[src/rtl/fetch_prefetcher_if.sv]
// Icache read port and FIFO write port seen by the fetch prefetcher.
// master = prefetcher side, slave = icache/FIFO side.
interface fetch_prefetcher_if;
  logic             imemREN;
  logic [31:0]      imemaddr;
  logic             ihit;
  logic [31:0]      imemload;
  logic [1:0][31:0] FIFO_in;
  logic             FIFO_WEN;
  logic             FIFO_full;

  modport master (
    output imemREN, imemaddr, FIFO_in, FIFO_WEN,
    input  ihit, imemload, FIFO_full
  );

  modport slave (
    input  imemREN, imemaddr, FIFO_in, FIFO_WEN,
    output ihit, imemload, FIFO_full
  );
endinterface

[src/rtl/fetch_prefetcher.sv]
// Sequential instruction fetcher feeding the 4-entry instruction FIFO with {next_pc, instr}.
// Optional PREFETCH_HALT_EN: stop fetching after pushing the 32'hFFFFFFFF halt word.
module fetch_prefetcher #(
  parameter logic [31:0] RESET_PC = 32'h0000_0000,
  parameter logic [31:0] PC_STEP  = 32'd4
) (
  input  logic                CLK,
  input  logic                RST,
  input  logic                redirect,
  input  logic [31:0]         redirect_pc,
  fetch_prefetcher_if.master  bus,
  output logic [31:0]         fetch_pc,
  output logic                halted
);

  localparam logic [1:0] FETCH  = 2'd0;
  localparam logic [1:0] PUSH   = 2'd1;
`ifdef PREFETCH_HALT_EN
  localparam logic [1:0] HALTED = 2'd2;
`endif

  logic [1:0]       state;
  logic [31:0]      pc;
  logic [31:0]      pc_next;
  logic [1:0][31:0] hold;
  logic [1:0][31:0] live;
  logic             live_halt;
  logic             hold_halt;

  always_comb begin
    pc_next = pc + PC_STEP;
    live    = {pc_next, bus.imemload};
`ifdef PREFETCH_HALT_EN
    live_halt = (bus.imemload == '1);
    hold_halt = (hold[0] == '1);
`else
    live_halt = 1'b0;
    hold_halt = 1'b0;
`endif
  end

  always_comb begin
    bus.imemREN  = (state == FETCH);
    bus.imemaddr = pc;
    bus.FIFO_WEN = 1'b0;
    bus.FIFO_in  = (state == PUSH) ? hold : live;
    if (RST) begin
      bus.FIFO_in = '0;
    end else if (!redirect && !bus.FIFO_full) begin
      if (state == FETCH) bus.FIFO_WEN = bus.ihit;
      else if (state == PUSH) bus.FIFO_WEN = 1'b1;
    end
  end

  assign fetch_pc = pc;
`ifdef PREFETCH_HALT_EN
  assign halted = (state == HALTED);
`else
  assign halted = 1'b0;
`endif

  always_ff @(posedge CLK) begin
    if (RST) begin
      state <= FETCH;
      pc    <= RESET_PC;
      hold  <= '0;
    end else if (redirect) begin
      state <= FETCH;
      pc    <= redirect_pc;
      hold  <= '0;
    end else begin
      case (state)
        FETCH: begin
          if (bus.ihit) begin
            pc <= pc_next;
            if (bus.FIFO_full) begin
              hold  <= live;
              state <= PUSH;
            end else if (live_halt) begin
`ifdef PREFETCH_HALT_EN
              state <= HALTED;
`endif
            end
          end
        end
        PUSH: begin
          if (!bus.FIFO_full) begin
`ifdef PREFETCH_HALT_EN
            state <= hold_halt ? HALTED : FETCH;
`else
            state <= FETCH;
`endif
          end
        end
`ifdef PREFETCH_HALT_EN
        HALTED: state <= HALTED;
`endif
        default: state <= FETCH;
      endcase
    end
  end

endmodule

[src/flat_wrapper.sv]
// flat-port wrapper written by rule: the top's interface ports become plain ports
module fetch_prefetcher_flat 
#(
  parameter logic [31:0] RESET_PC = 32'h0000_0000,
  parameter logic [31:0] PC_STEP  = 32'd4
)
  (CLK, RST, redirect, redirect_pc, fetch_pc, halted, bus_imemREN, bus_imemaddr, bus_FIFO_in, bus_FIFO_WEN, bus_ihit, bus_imemload, bus_FIFO_full);
  fetch_prefetcher_if bus_i ();
  input  logic CLK;
  input  logic RST;
  input  logic redirect;
  input  logic [31:0] redirect_pc;
  output logic [31:0] fetch_pc;
  output logic halted;
  output wire logic [$bits(bus_i.imemREN)-1:0] bus_imemREN;
  output wire logic [$bits(bus_i.imemaddr)-1:0] bus_imemaddr;
  output wire logic [$bits(bus_i.FIFO_in)-1:0] bus_FIFO_in;
  output wire logic [$bits(bus_i.FIFO_WEN)-1:0] bus_FIFO_WEN;
  input wire logic [$bits(bus_i.ihit)-1:0] bus_ihit;
  input wire logic [$bits(bus_i.imemload)-1:0] bus_imemload;
  input wire logic [$bits(bus_i.FIFO_full)-1:0] bus_FIFO_full;
  assign bus_imemREN = bus_i.imemREN;
  assign bus_imemaddr = bus_i.imemaddr;
  assign bus_FIFO_in = bus_i.FIFO_in;
  assign bus_FIFO_WEN = bus_i.FIFO_WEN;
  assign bus_i.ihit = bus_ihit;
  assign bus_i.imemload = bus_imemload;
  assign bus_i.FIFO_full = bus_FIFO_full;
  fetch_prefetcher #(.RESET_PC(RESET_PC), .PC_STEP(PC_STEP)) u_core (.CLK(CLK), .RST(RST), .redirect(redirect), .redirect_pc(redirect_pc), .bus(bus_i), .fetch_pc(fetch_pc), .halted(halted));
endmodule
[config.mk]
export PLATFORM = sky130hd
export DESIGN_NAME = fetch_prefetcher_flat
export DESIGN_NICKNAME = d
export VERILOG_FILES = /design/src/rtl/fetch_prefetcher_if.sv /design/src/rtl/fetch_prefetcher.sv /design/src/flat_wrapper.sv
export SDC_FILE = /design/constraint.sdc
export NUM_CORES = 1
export LEC_CHECK = 0
export ABC_AREA = 1
export ABC_CLOCK_PERIOD_IN_PS = 1700
export CORE_MARGIN = 3
export CORE_UTILIZATION = 35
export DETAILED_ROUTE_END_ITERATION = 16
export PLACE_DENSITY = 0.69
export SLEW_MARGIN = 10
export SYNTH_ARGS = -nofsm -noshare
export SYNTH_HDL_FRONTEND = slang
export SYNTH_SLANG_ARGS = --single-unit
[constraint.sdc]
create_clock -name CLK -period 1.7 [get_ports CLK]
set_clock_uncertainty 0.05 [all_clocks]
set_input_delay 0.255 -clock CLK [delete_from_list [all_inputs] [get_ports CLK]]
set_output_delay 0.255 -clock CLK [all_outputs]
set_load 0.02 [all_outputs]
==> Yosys cells after proc, flatten, opt, wreduce, memory -nomap -nowiden <==
Cells that the tools add are included.
{ "word_totals": {"output_inout_bits": 131, "reg_bits": 98} }
{ "classes": {"muxes": 13, "eq_ne": 4, "add_sub_neg": 1, "n_reduce_logical": 10} }
{ "op_table": {"columns": ["operator", "n"], "rows": [
  ["two-way mux 64 bit", 2],
  ["two-way mux 32 bit", 3],
  ["adder 32 x 3 -> 32 bit, second input constant", 1],
  ["two-way mux 2 bit", 3],
  ["AND reduction 3 bit", 2],
  ["two-way mux 1 bit", 4],
  ["!= test 2 x 1 -> 1 bit, second input constant", 2],
  ["case mux 2 bit (2 select lines)", 1],
  ["nonzero test 2 bit", 2],
  ["equality test 2 x 1 -> 1 bit, second input constant", 1],
  ["logical NOT 1 bit", 2],
  ["logical NOT 2 bit", 1],
  ["!= test 2 bit, second input constant", 1],
  ["AND reduction 2 bit", 1],
  ["OR reduction 2 bit", 1],
  ["logical AND 1 bit", 1]
]} }

==> Depth between registers and ports, before layout <==
Gate-level depths: netlist of run 1.
{ "logic_depth": {"ltp_word": 5, "mapped_depth": 10, "depth_no_buf": 10} }

==> Worst setup path before layout of run 1 <==
Ideal clock, no wire load.
{ "synth_path": {"path_kind": "flip-flop to output port", "startpoint": "register u_core.pc[2], in the netlist u_core.bus.imemaddr[2]", "endpoint": "output port bus_FIFO_in[44]", "path_stages_with_launch": 9, "t_arrival_ps": 1796, "slack_ps": -401, "path_buffers": 0, "path_cell_list": "dfxtp_1 -> ha_1 -> nand2_2 -> nor2_8 -> nand2_8 -> nor2_8 -> xor2_2 -> inv_2 -> a21oi_1"} }
{ "synth_via": {"elab_chain_len": 3} }
{ "synth_rtl": {"columns": ["element", "line", "rtl"], "rows": [
  ["start: declaration", "fetch_prefetcher.sv:23", "logic [31:0] pc;"],
  ["start signal: assignment", "fetch_prefetcher.sv:69", "pc <= redirect_pc;"],
  ["start signal: assignment", "fetch_prefetcher.sv:75", "pc <= pc_next;"],
  ["adder 32 x 3 -> 32 bit", "fetch_prefetcher.sv:31", "pc_next = pc + PC_STEP;"],
  ["two-way mux 64 bit", "fetch_prefetcher.sv:46", "bus.FIFO_in = (state == PUSH) ? hold : live;"],
  ["two-way mux 64 bit", "fetch_prefetcher.sv:47", "if (RST) begin"],
  ["end: declaration", "flat_wrapper.sv:17", "output wire logic [$bits(bus_i.FIFO_in)-1:0] bus_FIFO_in;"]
]} }
Every way passes these cells.

==> Final worst setup path of run 1 <==
{ "layout_path": {"startpoint": "register u_core.pc[11], in the netlist u_core.bus.imemaddr[11]", "endpoint": "output port bus_FIFO_in[54]"} }
Same word-level chain as after synthesis.

==> impl_metrics.tcl, run 1 <==
set metrics [dict create \
    violations "setup timing" \
    final_cells 1433 \
    setup_tns_ps -14430 \
    synthFlopType "dfxtp_1" \
    cellPowerDensity_nw_per_um2 591 \
    drt_iter0_markers 523 \
    power.leakage_nw 5.12 \
    slew_violations 0 \
    synth_cell_types 31 \
    ys_warn_count 0 \
    grt_usage_pct 22.0 \
    synth_area_um2 5840 \
    dp_hpwl_mm 14.3 \
    cp.required_ps 1390 \
    start_util_pct 36.2 \
    place_ws_ps -593 \
    core_area_um2 16100 \
    cts_buffers 9 \
    fmax_mhz 445 \
    postSynthAreaPerCell_um2 6.47 \
    vias 7181 \
    die_w_um 135 \
    cts.sinks 97 \
    io_pins 200 \
    hp-class "in2reg" \
    status "finished with violations" \
    worst_slack_ps -549 \
    die_area_um2 18300 \
    routed_wl_mm 24.9 \
    finalCritPeriodShare_pct 132 \
    clkSlewWorstSetupHoldPaths_ps 70 \
    syn_nets 972 \
    nets 1283 \
    cts_tree "done" \
    clk_latency_ps 350 \
    setup_viol 79 \
    synth-seq-cells 97 \
    crit_fanout 5 \
    num_rows 46 \
    final_hold_viol_count 0 \
    synthTopCellsByCount "inv_1 (147), nand2_1 (138), o21ai_0 (124)" \
    path_class "reg2out" \
    endpoint_kind "output port" \
    ir_worst_vdd_mv 0.546 \
    rsz0062_at_grt "true" \
    cts_root_buf "clkbuf_16" \
    yosysSeqAreaShare_pct 33.3 \
    die_h_um 135 \
    drive_gt1_share_pct 45.7 \
    fin_area_um2 10900 \
    synth-async-reset-ratio_pct 0 \
    startpoint "u_core.bus.imemaddr[11]" \
    vias_per_cell 5.01 \
    fin_crit_ps 2250 \
    postSynthCellCount 902 \
    synth_edf_count 0 \
    hold_start "RST" \
    yosysMostFrequentCell "inv_1" \
    portBuffers 198 \
    cts_htree_levels 3 \
    r2r_start "u_core.state[0]" \
    start_kind "flip-flop" \
    antenna_found_initial 0 \
    dp.cells 1359 \
    synth_largest_area_cell "dfxtp_1" \
    grt_max_degree 53 \
    cts_max_path_buffers 2 \
    grt_pass1_wl_mm 32.2 \
    grt_pass1_vias 6335 \
    cts-hold-fix-buffers 0 \
    firstDrtPassIters 5 \
    drcViolationCount 0 \
    yosysTopAreaCellShare_pct 33.3 \
    netlist_top_cells_area "dfxtp_1 (33%), o21ai_0 (11%), a21oi_1 (10%), inv_1 (9.5%), nand2_1 (8.9%)" \
    syn2layout_area_growth_pct 86.0 \
    maxCapViolations 0 \
    ant_nets 0 \
    gp_congestion 0.861 \
    wl_per_cell_um 17.4 \
    diodes 0 \
    arrival_ps 1940 \
    place_area_um2 8770 \
    grt_overflow_total 0 \
]
logic make-up after synthesis:
kind of cell	Yosys count	synth area share [%]
xor gates and xnor gates	15	3.15
other	1	0.0642
and+or+nand+nor	267	20.5
buffers and inverters	238	17.9
AOI/OAI and AO/OA	283	24.9
DFF	97	33.3
adders and majority gates	1	0.214
worst max-delay path: stages, from the launching register on:
cell     delay, ps
dfxtp_2        340
buf_4          140
nand2_2         80
nor2_2         150
nand2_2        110
nor2_8         220
nand2_2         80
nand2_2         60
nand2_2         70
o21ai_2        170
inv_2           50
buf_6          120
stage by stage:
step,utilization (%),power [mW],hold WS (ps)
after floorplan,-,3.26,340
after global placement,54.4,4.07,388
after detailed placement,54.4,4.08,394
after CTS,58.5,6.06,239
after global routing,67.4,6.67,264
final,67.4,6.42,258
registers in the layout (all words and copies together) (netlist names):
signal	cells
u_core.bus.imemaddr	32
u_core.state	1
u_core.hold	64
path summary, 6_finish.rpt:
path	end	slack, ps	cells past startpoint
setup / recovery	bus_FIFO_in[54]	-550	11
hold / removal	u_core.bus.imemaddr[31]	260	3
hold reg to reg	u_core.hold[19]	400	2
setup reg to reg	u_core.hold[43]	-110	11
metal layers:
layer	part of all wire [%]	up-vias	wire length [um]	GRT usage, %
met5	0	-	0	0
met1	41	3365	10200	30.0
met2	48	321	12000	35.6
li1	-	3428	-	-
met4	3.7	0	925	7.00
met3	6.9	67	1720	3.57
power by group:
group	internal, mW	switching [mW]
registers	2.37	0.0693
clock network	1.07	0.917
logic	0.920	1.08
cell usage in the layout, fill, tap and decap left out, types with 3 or more instances in the layout:
master	netlist	layout
a21oi_1	121	69
a21oi_2	1	40
a21oi_4	0	13
a22o_1	6	6
a31oi_1	8	8
buf_12	0	14
buf_2	12	7
buf_4	36	144
buf_6	0	72
buf_8	0	5
clkbuf_16	0	18
clkdlybuf4s50_1	0	67
clkinv_4	0	3
dfxtp_1	97	70
dfxtp_2	0	19
dfxtp_4	0	8
dlygate4sd2_1	0	64
inv_1	147	138
inv_2	3	9
nand2_1	138	91
nand2_2	6	42
nand2_4	1	12
nand3_1	12	11
nand3_2	2	3
nor2_1	92	61
nor2_2	2	16
nor2_4	7	24
nor2_8	4	4
o21ai_0	124	27
o21ai_1	22	44
o21ai_2	0	73
xnor2_2	0	3
xor2_2	7	10
layout make-up:
type	instances	area, um2
Timing Repair Buffer	385	3830
Timing Repair inverter	2	15.0
Multi-Input combinational cell	567	3880
Sequential cell	97	2000
Tap cell	216	270
Fill cell	1265	5260
Clock inverter	4	28.8
Inverter	151	589
Clock buffer	11	253
repair_timing:
item / in CTS / in global routing
hold endpoints to repair: 0 / 0
endpoints found under the setup margin: 137 / 104
setup buffers: 19 / 25
cloned: 3 / 16
resized for setup: 517 / 334
pin swaps: 46 / 82
Note: power is estimated with default switching activity, not from simulation.
==> inputs of run 2 (changes only) <==
- CORE_UTILIZATION: 35 -> 42
- PLACE_DENSITY: 0.69 -> 0.8
- SLEW_MARGIN: 10 -> not set
==> run 2 against run 1 <==
Effect of this change: the flow still finishes with violations (setup timing); cell area shrank 4.6%; clock-buffer cell count up 2; sequential power is essentially flat; final cell count decreased by 3.2%; sequential share of layout area increased by 0.89 points; via count is 10% higher; global-route usage rose by 4.1 points; non-clock buffer count fell by 4; maximum frequency shrank 9.5%; critical endpoint is now bus_FIFO_in[56]; largest power group unchanged; highest routed layer unchanged.
==> impl_metrics.tcl, run 2 (same netlist as run 1, synthesis figures left out) <==
set metrics [dict create \
    grt_usage_pct 26.1 \
    drt_iter0_markers 862 \
    slew_violations 0 \
    nets 1277 \
    antenna_found_initial 0 \
    ant_nets 0 \
    setup_viol 156 \
    grt_pass1_wl_mm 31.8 \
    power.share.clock_pct 32.8 \
    p_seq_share_pct 37.5 \
    critical_path.most_common_cell "nand2_1" \
    cts_tree "done" \
    multiInputGateArea_um2 3650 \
    diodes 0 \
    internal-power_mw 4.46 \
    cts_max_path_buffers 2 \
    fmax_mhz 403 \
    clkSlewWorstSetupHoldPaths_ps 70 \
    die_area_um2 15300 \
    hp-class "in2reg" \
    path_cells "buf_4 -> nand2_2 -> nor2_1 -> nand2_1 -> nor2_4 -> nand2_1 -> nand2_1 -> nand2_1 -> o21ai_1 -> inv_1 -> buf_2" \
    grt_max_degree 57 \
    vias_per_cell 5.72 \
    gp_congestion 0.931 \
    vias 7932 \
    path_class "reg2out" \
    layout_common_cells "buf_4 (163), inv_1 (139), nand2_1 (93), a21oi_1 (93), dfxtp_1 (74)" \
    power.leakage_nw 5.10 \
    io_pins 200 \
    swShare_pct 31.6 \
    cellPowerDensity_nw_per_um2 630 \
    cp_slowest_cell "dfxtp_2" \
    start_util_pct 43.6 \
    status "finished with violations" \
    clk_latency_ps 350 \
    dp_hpwl_mm 13.7 \
    core_area_um2 13400 \
    wl_per_cell_um 20.1 \
    grt_overflow_total 0 \
    final.fill_count 832 \
    num_rows 42 \
    cts-hold-fix-buffers 0 \
    p_sw_mw 2.06 \
    cts.sinks 97 \
    syn2layout_area_growth_pct 77.4 \
    drcViolationCount 0 \
    final_common_cell "buf_4" \
    violations "setup timing" \
    max_flop_register "u_core.hold" \
    maxCapViolations 0 \
    cts_htree_levels 3 \
    die_h_um 124 \
    max_stage_delay_ps 350 \
    worst_slack_ps -784 \
    final_cells 1387 \
    cts_root_buf "clkbuf_16" \
    final_hold_viol_count 0 \
    largest_reg_flops 64 \
    rsz0062_at_grt "true" \
    crit_buf_inv 3 \
    grt_pass1_vias 6522 \
    cpLargestDelayFamily "simple AND/OR/NAND/NOR gates" \
    ir_worst_vdd_mv 0.470 \
    p_comb_share_pct 29.6 \
    die_w_um 124 \
    start_kind "flip-flop" \
    dp.cells 1316 \
    portBuffers 198 \
    fin_area_um2 10400 \
    firstDrtPassIters 6 \
    arrival_ps 2180 \
    fin_crit_ps 2480 \
    crit_fanout 4 \
    place_area_um2 8680 \
    finalCritPeriodShare_pct 146 \
    routed_wl_mm 27.9 \
    drive_gt1_share_pct 39.8 \
    cts_buffers 9 \
    cp.required_ps 1390 \
    seqCellArea_um2 2000 \
    endpoint_kind "output port" \
]
==> run 2: cell types whose count changed in the layout (fill, tap and decap cells not counted), sizes merged, moves of 2 or more <==
cell and change:
dlymetal6s2s +3, clkinv -4, clkbuf -2, dlygate4sd2 -4
==> run 2: area by class of cell <==
class                      count  share of cell area, %
multi-input combinational    567                   35.2
timing repair buffer         381                   34.8
clock inverter                 2                  0.362
inverter                     151                   5.67
tap                          176                   2.13
clock buffer                  13                   2.53
sequential                    97                   19.3
==> run 2: timing repair <==
| item | CTS | global route |
|---|---|---|
| pin swaps | 25 | 74 |
| setup endpoints to repair | 128 | 107 |
| gates resized for setup | 416 | 331 |
| buffers inserted | 16 | 35 |
| hold endpoints to repair | 0 | 0 |
| cloned | 3 | 9 |
==> run 2: metrics by stage <==
stage / utilization (%) / hold WS, ps / TNS (ps) / worst slack, ps / power, mW
after global placement: 64.8 / 388 / -30820 / -547 / 4.05
after floorplan: - / 340 / -66.0 / -26.7 / 3.26
after detailed placement: 64.8 / 395 / -32920 / -570 / 4.07
after global routing: 77.3 / 291 / -39200 / -797 / 6.70
after CTS: 67.7 / 242 / -10770 / -523 / 6.10
final: 77.3 / 291 / -29890 / -784 / 6.52
==> run 2: worst paths after layout <==
kind / from / endpoint / slack, ps / depth (start not counted)
worst max register to register: u_core.state[0] / u_core.bus.imemaddr[2] / -240 / 11
worst max-delay path: u_core.bus.imemaddr[11] / bus_FIFO_in[56] / -780 / 11
worst min register to register: u_core.hold[0] / u_core.hold[0] / 400 / 2
worst min-delay path: RST / u_core.bus.imemaddr[11] / 290 / 3
==> run 2: power groups by stage <==
| stage | clock [mW] | combinational [mW] | sequential [mW] |
|---|---|---|---|
| global route | 2.23 | 2.02 | 2.45 |
| detailed placement | 0 | 1.60 | 2.48 |
| finish | 2.14 | 1.93 | 2.45 |
| global placement | 0 | 1.58 | 2.48 |
| CTS | 2.14 | 1.54 | 2.43 |
| floorplan | 0 | 0.711 | 2.55 |
==> run 2: layer usage <==
layer	vias up	wire (um)	global-route usage (%)
met5	-	0	0
met4	0	1980	10.9
met3	214	3500	4.77
met2	706	12500	42.3
met1	3592	9890	34.1
li1	3420	-	-
==> run 2: worst register-to-register path, stage by stage, from the launching register on <==
cell     delay (ps)
dfxtp_4         370
buf_6           120
buf_6           100
buf_6           100
buf_6           110
inv_8            70
buf_6           110
nand2_8          60
nor2_4          210
buf_4           200
a22oi_1          80
a21oi_1         250
==> inputs of run 3 (changes only) <==
--- a/config.mk
+++ b/config.mk
@@ -11,5 +11,5 @@
 export CORE_UTILIZATION = 42
 export DETAILED_ROUTE_END_ITERATION = 16
-export PLACE_DENSITY = 0.8
+export PLACE_DENSITY_LB_ADDON = 0.08
 export SYNTH_ARGS = -nofsm -noshare
 export SYNTH_HDL_FRONTEND = slang
==> constraint.sdc (replaced) <==
create_clock -name CLK -period 1.7 [get_ports CLK]
set_clock_uncertainty 0.05 [all_clocks]
set_input_delay 0.34 -clock CLK [delete_from_list [all_inputs] [get_ports CLK]]
set_output_delay 0.34 -clock CLK [all_outputs]
set_load 0.02 [all_outputs]
==> run 3 against run 2 <==
Effect of this change: global-route usage decreased by 0.75 points; via count down 4.6%; core utilization grew 6.6 points; sequential share of layout area shrank 1.5 points; non-clock buffer count rose by 9; combinational power rose by 12%; clock-buffer cell count is 3 lower; clock power rose by 10%; flip-flop and latch count unchanged; sequential power hardly changed; the run still ends with setup timing left; final cell count up 0.87%; largest cell class unchanged.
==> impl_metrics.tcl, run 3 (same netlist as run 1, synthesis figures left out) <==
set metrics [dict create \
    status "finished with violations" \
    violations "setup timing" \
    dp.cells 1305 \
    core_area_um2 13400 \
    layout_common_cells "buf_4 (154), inv_1 (142), nand2_1 (97)" \
    final.fill_count 801 \
    diodes 0 \
    dp_hpwl_mm 13.6 \
    cts_root_buf "clkbuf_16" \
    setup_viol 149 \
    cp.required_ps 1310 \
    portBuffers 198 \
    worst_slack_ps -719 \
    cts.sinks 97 \
    cts_htree_levels 3 \
    cellPowerDensity_nw_per_um2 620 \
    drcViolationCount 0 \
    cts-hold-fix-buffers 0 \
    nets 1289 \
    slew_violations 0 \
    vias 7570 \
    vias_per_cell 5.41 \
    grt.busiest_layer "met2" \
    rsz0062_at_grt "true" \
    p_sw_mw 2.22 \
    seqCellArea_um2 2000 \
    firstDrtPassIters 6 \
    endpoint_kind "output port" \
    hold_path_depth 3 \
    p_seq_share_pct 35.1 \
    final_cells 1399 \
    start_kind "flip-flop" \
    num_rows 42 \
    routed_wl_mm 27.2 \
    die_h_um 124 \
    gp_congestion 0.876 \
    cts_buffers 9 \
    start_util_pct 43.6 \
    grt_max_degree 55 \
    drive_gt1_share_pct 47.6 \
    path_cells "nand2_2 -> nor2_2 -> nand2_1 -> nor2_1 -> nand2_1 -> nand2_1 -> nand2_1 -> o21ai_2 -> inv_1 -> clkdlybuf4s15_2" \
    p_comb_share_pct 31.1 \
    drt_iter0_markers 761 \
    ant_nets 0 \
    cp_slowest_cell "dfxtp_4" \
    wl_per_cell_um 19.4 \
    antenna_found_initial 0 \
    cts_tree "done" \
    use_met3_pct 4.00 \
    grt_use_met1_pct 35.7 \
    fin_crit_ps 2420 \
    critical_path.most_common_cell "nand2_1" \
    final_common_cell "buf_4" \
    reg2reg_depth 14 \
    path_class "reg2out" \
    internal-power_mw 4.74 \
    use_met2_pct 39.0 \
    ir_worst_vdd_mv 0.443 \
    clkSlewWorstSetupHoldPaths_ps 80 \
    die_area_um2 15300 \
    hp-class "in2reg" \
    grt_usage_pct 25.3 \
    crit_fanout 4 \
    final_hold_viol_count 0 \
    power.share.clock_pct 33.8 \
    grt_pass1_vias 6132 \
    cts_max_path_buffers 2 \
    maxCapViolations 0 \
    grt_overflow_total 0 \
    max_stage_delay_ps 390 \
    finalCritPeriodShare_pct 142 \
    syn2layout_area_growth_pct 92.6 \
    die_w_um 124 \
    arrival_ps 2030 \
    power.leakage_nw 5.21 \
    clk_latency_ps 360 \
    fmax_mhz 413 \
    largest_reg_flops 64 \
    multiInputGateArea_um2 4100 \
    final_util_pct 83.9 \
    io_pins 200 \
    place_area_um2 8650 \
    fin_area_um2 11200 \
    swShare_pct 31.9 \
    max_flop_register "u_core.hold" \
    grt_pass1_wl_mm 30.7 \
]
## run 3: cell types whose count changed in the layout (fill, tap and decap cells not counted), sizes merged
cell           before  now
buf               243  247
bufbuf              1    0
bufinv              1    2
clkbuf             18   23
clkdlybuf4s15       1    5
clkdlybuf4s50      68   66
clkinv              2    3
clkinvlp            1    0
dlygate4sd2        60   59
dlymetal6s2s        3    0
inv               149  154
## run 3: through the flow
stage | worst slack (ps) | TNS, ps | power [mW] | hold slack, ps
floorplan | -101 | -854 | 3.26 | 380
global placement | -648 | -50260 | 4.07 | 391
detailed placement | -661 | -51850 | 4.08 | 396
CTS | -578 | -15960 | 6.42 | 371
global route | -732 | -38240 | 7.16 | 381
finish | -719 | -31080 | 6.97 | 375
## run 3: worst max-delay path, delay by kind of cell, from the launching register on
family | cells | cell delay [ps]
AO/OA/AOI/OAI | 1 | 160
buffers and inverters | 2 | 290
AND/OR/NAND/NOR | 7 | 850
flip-flops | 1 | 390
## run 3: final cells by class
class	instances	area share [%]
Multi-Input combinational cell	567	36.4
Timing Repair Buffer	390	35.2
Sequential cell	97	17.8
Inverter	151	5.36
Clock buffer	10	2.23
Tap cell	176	1.96
Clock inverter	5	0.746
Timing Repair inverter	3	0.256
## run 3: path summary, 6_finish.rpt
path | from | endpoint | slack (ps)
min reg2reg | u_core.hold[18] | u_core.hold[18] | 430
min | RST | u_core.bus.imemaddr[30] | 380
max reg2reg | u_core.state[0] | u_core.hold[58] | -230
max | u_core.bus.imemaddr[20] | bus_FIFO_in[59] | -720
## run 3: repair_timing
| action | in CTS | in global routing |
|---|---|---|
| setup endpoints to repair | 168 | 132 |
| setup buffers | 31 | 29 |
| hold endpoints to repair | 0 | 0 |
| pin swaps | 52 | 91 |
| gates cloned | 2 | 21 |
| gates resized for setup | 564 | 355 |
## run 3: power groups by stage
stage                     Combinational, mW  Clock (mW)  Sequential (mW)
after floorplan                       0.714           0             2.55
after global placement                 1.59           0             2.48
after detailed placement               1.60           0             2.48
after CTS                              1.65        2.35             2.43
after global routing                   2.27        2.43             2.45
final                                  2.17        2.36             2.44
## run 3: layer usage
layer	vias up	wire, um
met5	-	0
met4	0	1300
met3	129	2400
met2	471	12900
met1	3521	10600
li1	3449	-
==> variant 1, RTL diff (settings of run 1) <==
Reset style: asynchronous (`RST`), changed in one clocked block.
--- a/src/rtl/fetch_prefetcher.sv
+++ b/src/rtl/fetch_prefetcher.sv
@@ -60,5 +60,5 @@
 `endif
 
-  always_ff @(posedge CLK) begin
+  always_ff @(posedge CLK or posedge RST) begin
     if (RST) begin
       state <= FETCH;
Behaviour: differs if RST is asserted again (counterexample within 4 cycles, from zero or initial values and one cycle with RST high); with RST held inactive, the same outputs for 4 cycles.
==> variant 1 against run 1 <==
The flow still finishes with violations (setup timing). Cell area rose by 14%. Worst setup slack got worse by 0.0025 ns. Sequential cell count did not move. Wire length rose by 20%. Global-route usage rose by 3.9 points. First-iteration DRC count rose by 19%. Sequential power rose by 12%. Register-to-register slack got worse by 0.10 ns. Via count rose by 10%. Total power rose by 34%. Area after synthesis rose by 5.4%.
==> variant 1: results (changes against run 1) <==
[detailed_routing]
wl_met3_mm=2.401  ; +40%
via_per_inst=5.298  ; +5.7%
drt_pass1_iterations=6  ; +1
wl_met1_mm=11.45  ; +12%
wl_per_cell_um=20.10  ; +16%
first_iter_violations=624  ; +19%

[min_path]
min_path_type=input pin to asynchronous set/reset pin

[placement]
place_hpwl_mm=17.14  ; +20%
place_inst=1379  ; +1.5%
place_area_um2=9515  ; +8.4%

[global_route]
grt_use_met3_pct=4.621  ; +1.1 points
globalRouteTotalUtil_pct=25.89  ; +3.9 points
grt_util_met2_pct=43.96  ; +8.4 points
grt_max_degree=43  ; -19%

[cells_and_area]
drive_gt1_share_pct=51.10  ; +5.4 points
nets=1337  ; +4.2%
final_cells=1492  ; +4.1%

[critical_path]
critPathLaunch=u_core.bus.imemaddr[4]
r2r_start=u_core.state[0]
cp_slowest_cell=dfrtp_2
crit_end=bus_FIFO_in[47]
slowest_delay_ns=0.41  ; +0.07 ns
rrSetupSlack_ns=-0.21  ; -0.10 ns

[timing]
whs_ns=0.1260  ; -0.1323 ns
timing.setup.tns_ns=-32.42  ; -17.99 ns
setup_slack_ns=-0.5515  ; -0.002473 ns
finalSetupViolations=144  ; +82%

[clocking]
cts_resized=608  ; +18%
cts_setup_buffers=47  ; +28

[power]
powerDensity_nw_per_um2=696.9  ; +18%
p_leak_nw=5.918  ; +16%
pg_comb_w=0.00380  ; +90%
power.internal_w=0.005356  ; +23%
p_clk_w=0.00206  ; +4%

[synth]
syn_nets=939  ; -3.4%

[status]
violations=setup timing
status=complete, but fails checks

[variant 1: changes by cell type after synthesis, sizes merged, moves of 22 or more]
cell | before | now
a21oi | 122 | 46
clkbuf | 38 | 16
dfrtp | 0 | 97
dfxtp | 97 | 0
inv | 150 | 109
nand2 | 146 | 230
nand3 | 14 | 58
o21ai | 146 | 108
[variant 1: cells by family after synthesis]
group | count (synthesis) | synth area share [%]
adder cells (fa/ha/maj) | 1 | 0.2034
XOR/XNOR | 12 | 1.953
AND/OR/NAND/NOR | 386 | 27.62
buffers and inverters | 185 | 13.77
flip-flops | 97 | 39.46
other | 1 | 0.06097
AO/OA/AOI/OAI | 187 | 16.92
[variant 1: final cells by class]
class                      count  area (um2)  area share [%]
clock buffer                  11       242.7           1.968
inverter                     110       461.7           3.744
timing repair buffer         461        4701           38.12
tap                          220       275.3           2.232
sequential                    97        2452           19.89
clock inverter                 5       40.04          0.3247
multi-input combinational    587        4148           33.63
timing repair inverter         1       11.26         0.09132
==> variant 2, RTL diff (flow settings as in run 1) <==
Without the edit above. Build with the macro `PREFETCH_HALT_EN` defined.
--- a/src/rtl/fetch_prefetcher.sv
+++ b/src/rtl/fetch_prefetcher.sv
@@ -1,4 +1,6 @@
 // Sequential instruction fetcher feeding the 4-entry instruction FIFO with {next_pc, instr}.
 // Optional PREFETCH_HALT_EN: stop fetching after pushing the 32'hFFFFFFFF halt word.
+`define PREFETCH_HALT_EN
+
 module fetch_prefetcher #(
   parameter logic [31:0] RESET_PC = 32'h0000_0000,
Function: changed (Yosys sat finds a counterexample within 4 cycles, from zero or initial values and one cycle with RST high).
==> variant 2 against run 1 <==
The run still ends with setup timing left. Hold slack gained 0.17 ns. Sequential cell count grew 1. Total power grew 9.6%. Cell area grew 12%. Worst setup slack lost 0.17 ns. Wire length grew 20%. Register-to-register slack lost 0.27 ns. Area after synthesis grew 4.7%. Global-route usage grew 2.9 points. Critical path type unchanged. Critical endpoint is now bus_FIFO_in[44]. Largest cell class is now non-clock buffers.
==> variant 2: results (changes against run 1) <==
[synth]
syn_inst=971  ; +7.6%
synth.distinct_cells=32  ; +3.2%
synthTopCellsByArea=dfxtp_1 (32%), nand2_1 (11%), o21ai_0 (11%)

[global_route]
grtUsageMet1_pct=32.10  ; +2.0 points
grt_pass1_vias=7623  ; +20%
globalRouteTotalUtil_pct=24.89  ; +2.9 points
grt_pass1_wl_mm=39.42  ; +23%
grt_use_met3_pct=6.146  ; +2.6 points
grt_util_met2_pct=40.49  ; +4.9 points
grt_max_degree=41  ; -23%

[cells_and_area]
nonClockBufferCount=458  ; +19%
final_cells=1578  ; +10%
final-nonclk-buf-share_pct=37.59  ; +2.3 points
area_growth_syn_to_layout_pct=99.86
seqCellArea_um2=2011  ; +0.75%
drive_gt1_share_pct=46.32  ; +0.63 points
clk_share_pct=2.521  ; -0.073 points

[status]
violations=setup timing
status=complete, but fails checks

[timing]
finalSetupViolations=136  ; +72%
timing.setup.tns_ns=-30.28  ; -15.85 ns
whs_ns=0.4317  ; +0.1735 ns
setup_slack_ns=-0.7171  ; -0.1681 ns

[power]
p_leak_nw=5.748  ; +12%

[clocking]
cts_num_sinks=98  ; +1.0%

[critical_path]
critPathLaunch=u_core.bus.imemaddr[2]
rrSetupSlack_ns=-0.38  ; -0.27 ns
r2r-end=u_core.bus.imemaddr[21]
critical_path_arrival_ns=2.11  ; +0.17 ns
crit_path_max_fanout=4  ; -1
cp_slowest_cell=dfxtp_4
r2r_cells=15  ; +4

[min_path]
hold_end=u_core.bus.imemaddr[4]
hold_start=redirect_pc[4]

[detailed_routing]
wl_met1_mm=11.21  ; +9.5%
wl_met3_mm=2.870  ; +67%
wl_per_cell_um=19.03  ; +9.4%
first_iter_violations=709  ; +36%

[placement]
gp_congestion=0.9163  ; +6.4%
place_hpwl_mm=15.80  ; +10%

==> variant 2: changes by cell type after synthesis, moves of 3 or more <==
cell / delta
nand3_1: +15
o211ai_1: +6
nor2_4: +3
o21ai_0: +8
o21bai_1: +15
nor2_8: -3
nor3_1: +4
a21oi_1: -52
nor2_1: +66
o21ai_1: -18
a211oi_1: +3
nand2_1: +43
inv_1: -21
==> variant 2: report_power, final <==
group,switching (W),leakage [nW],internal (W)
Combinational,0.00121,4.79,0.00110
Sequential,0.000101,0.811,0.00239
Clock,0.000946,0.151,0.00128
Total,0.00226,5.75,0.00477
==> variant 2: cell families (layout without fill, tap and decap cells) <==
kind of cell,after synthesis,count (layout),synth area share (%)
compound gates,247,247,21.99
xor+xnor,15,15,2.765
fa+ha+maj,1,1,0.2048
buf+inv,214,601,15.69
flops,98,98,32.11
simple gates,396,396,27.24
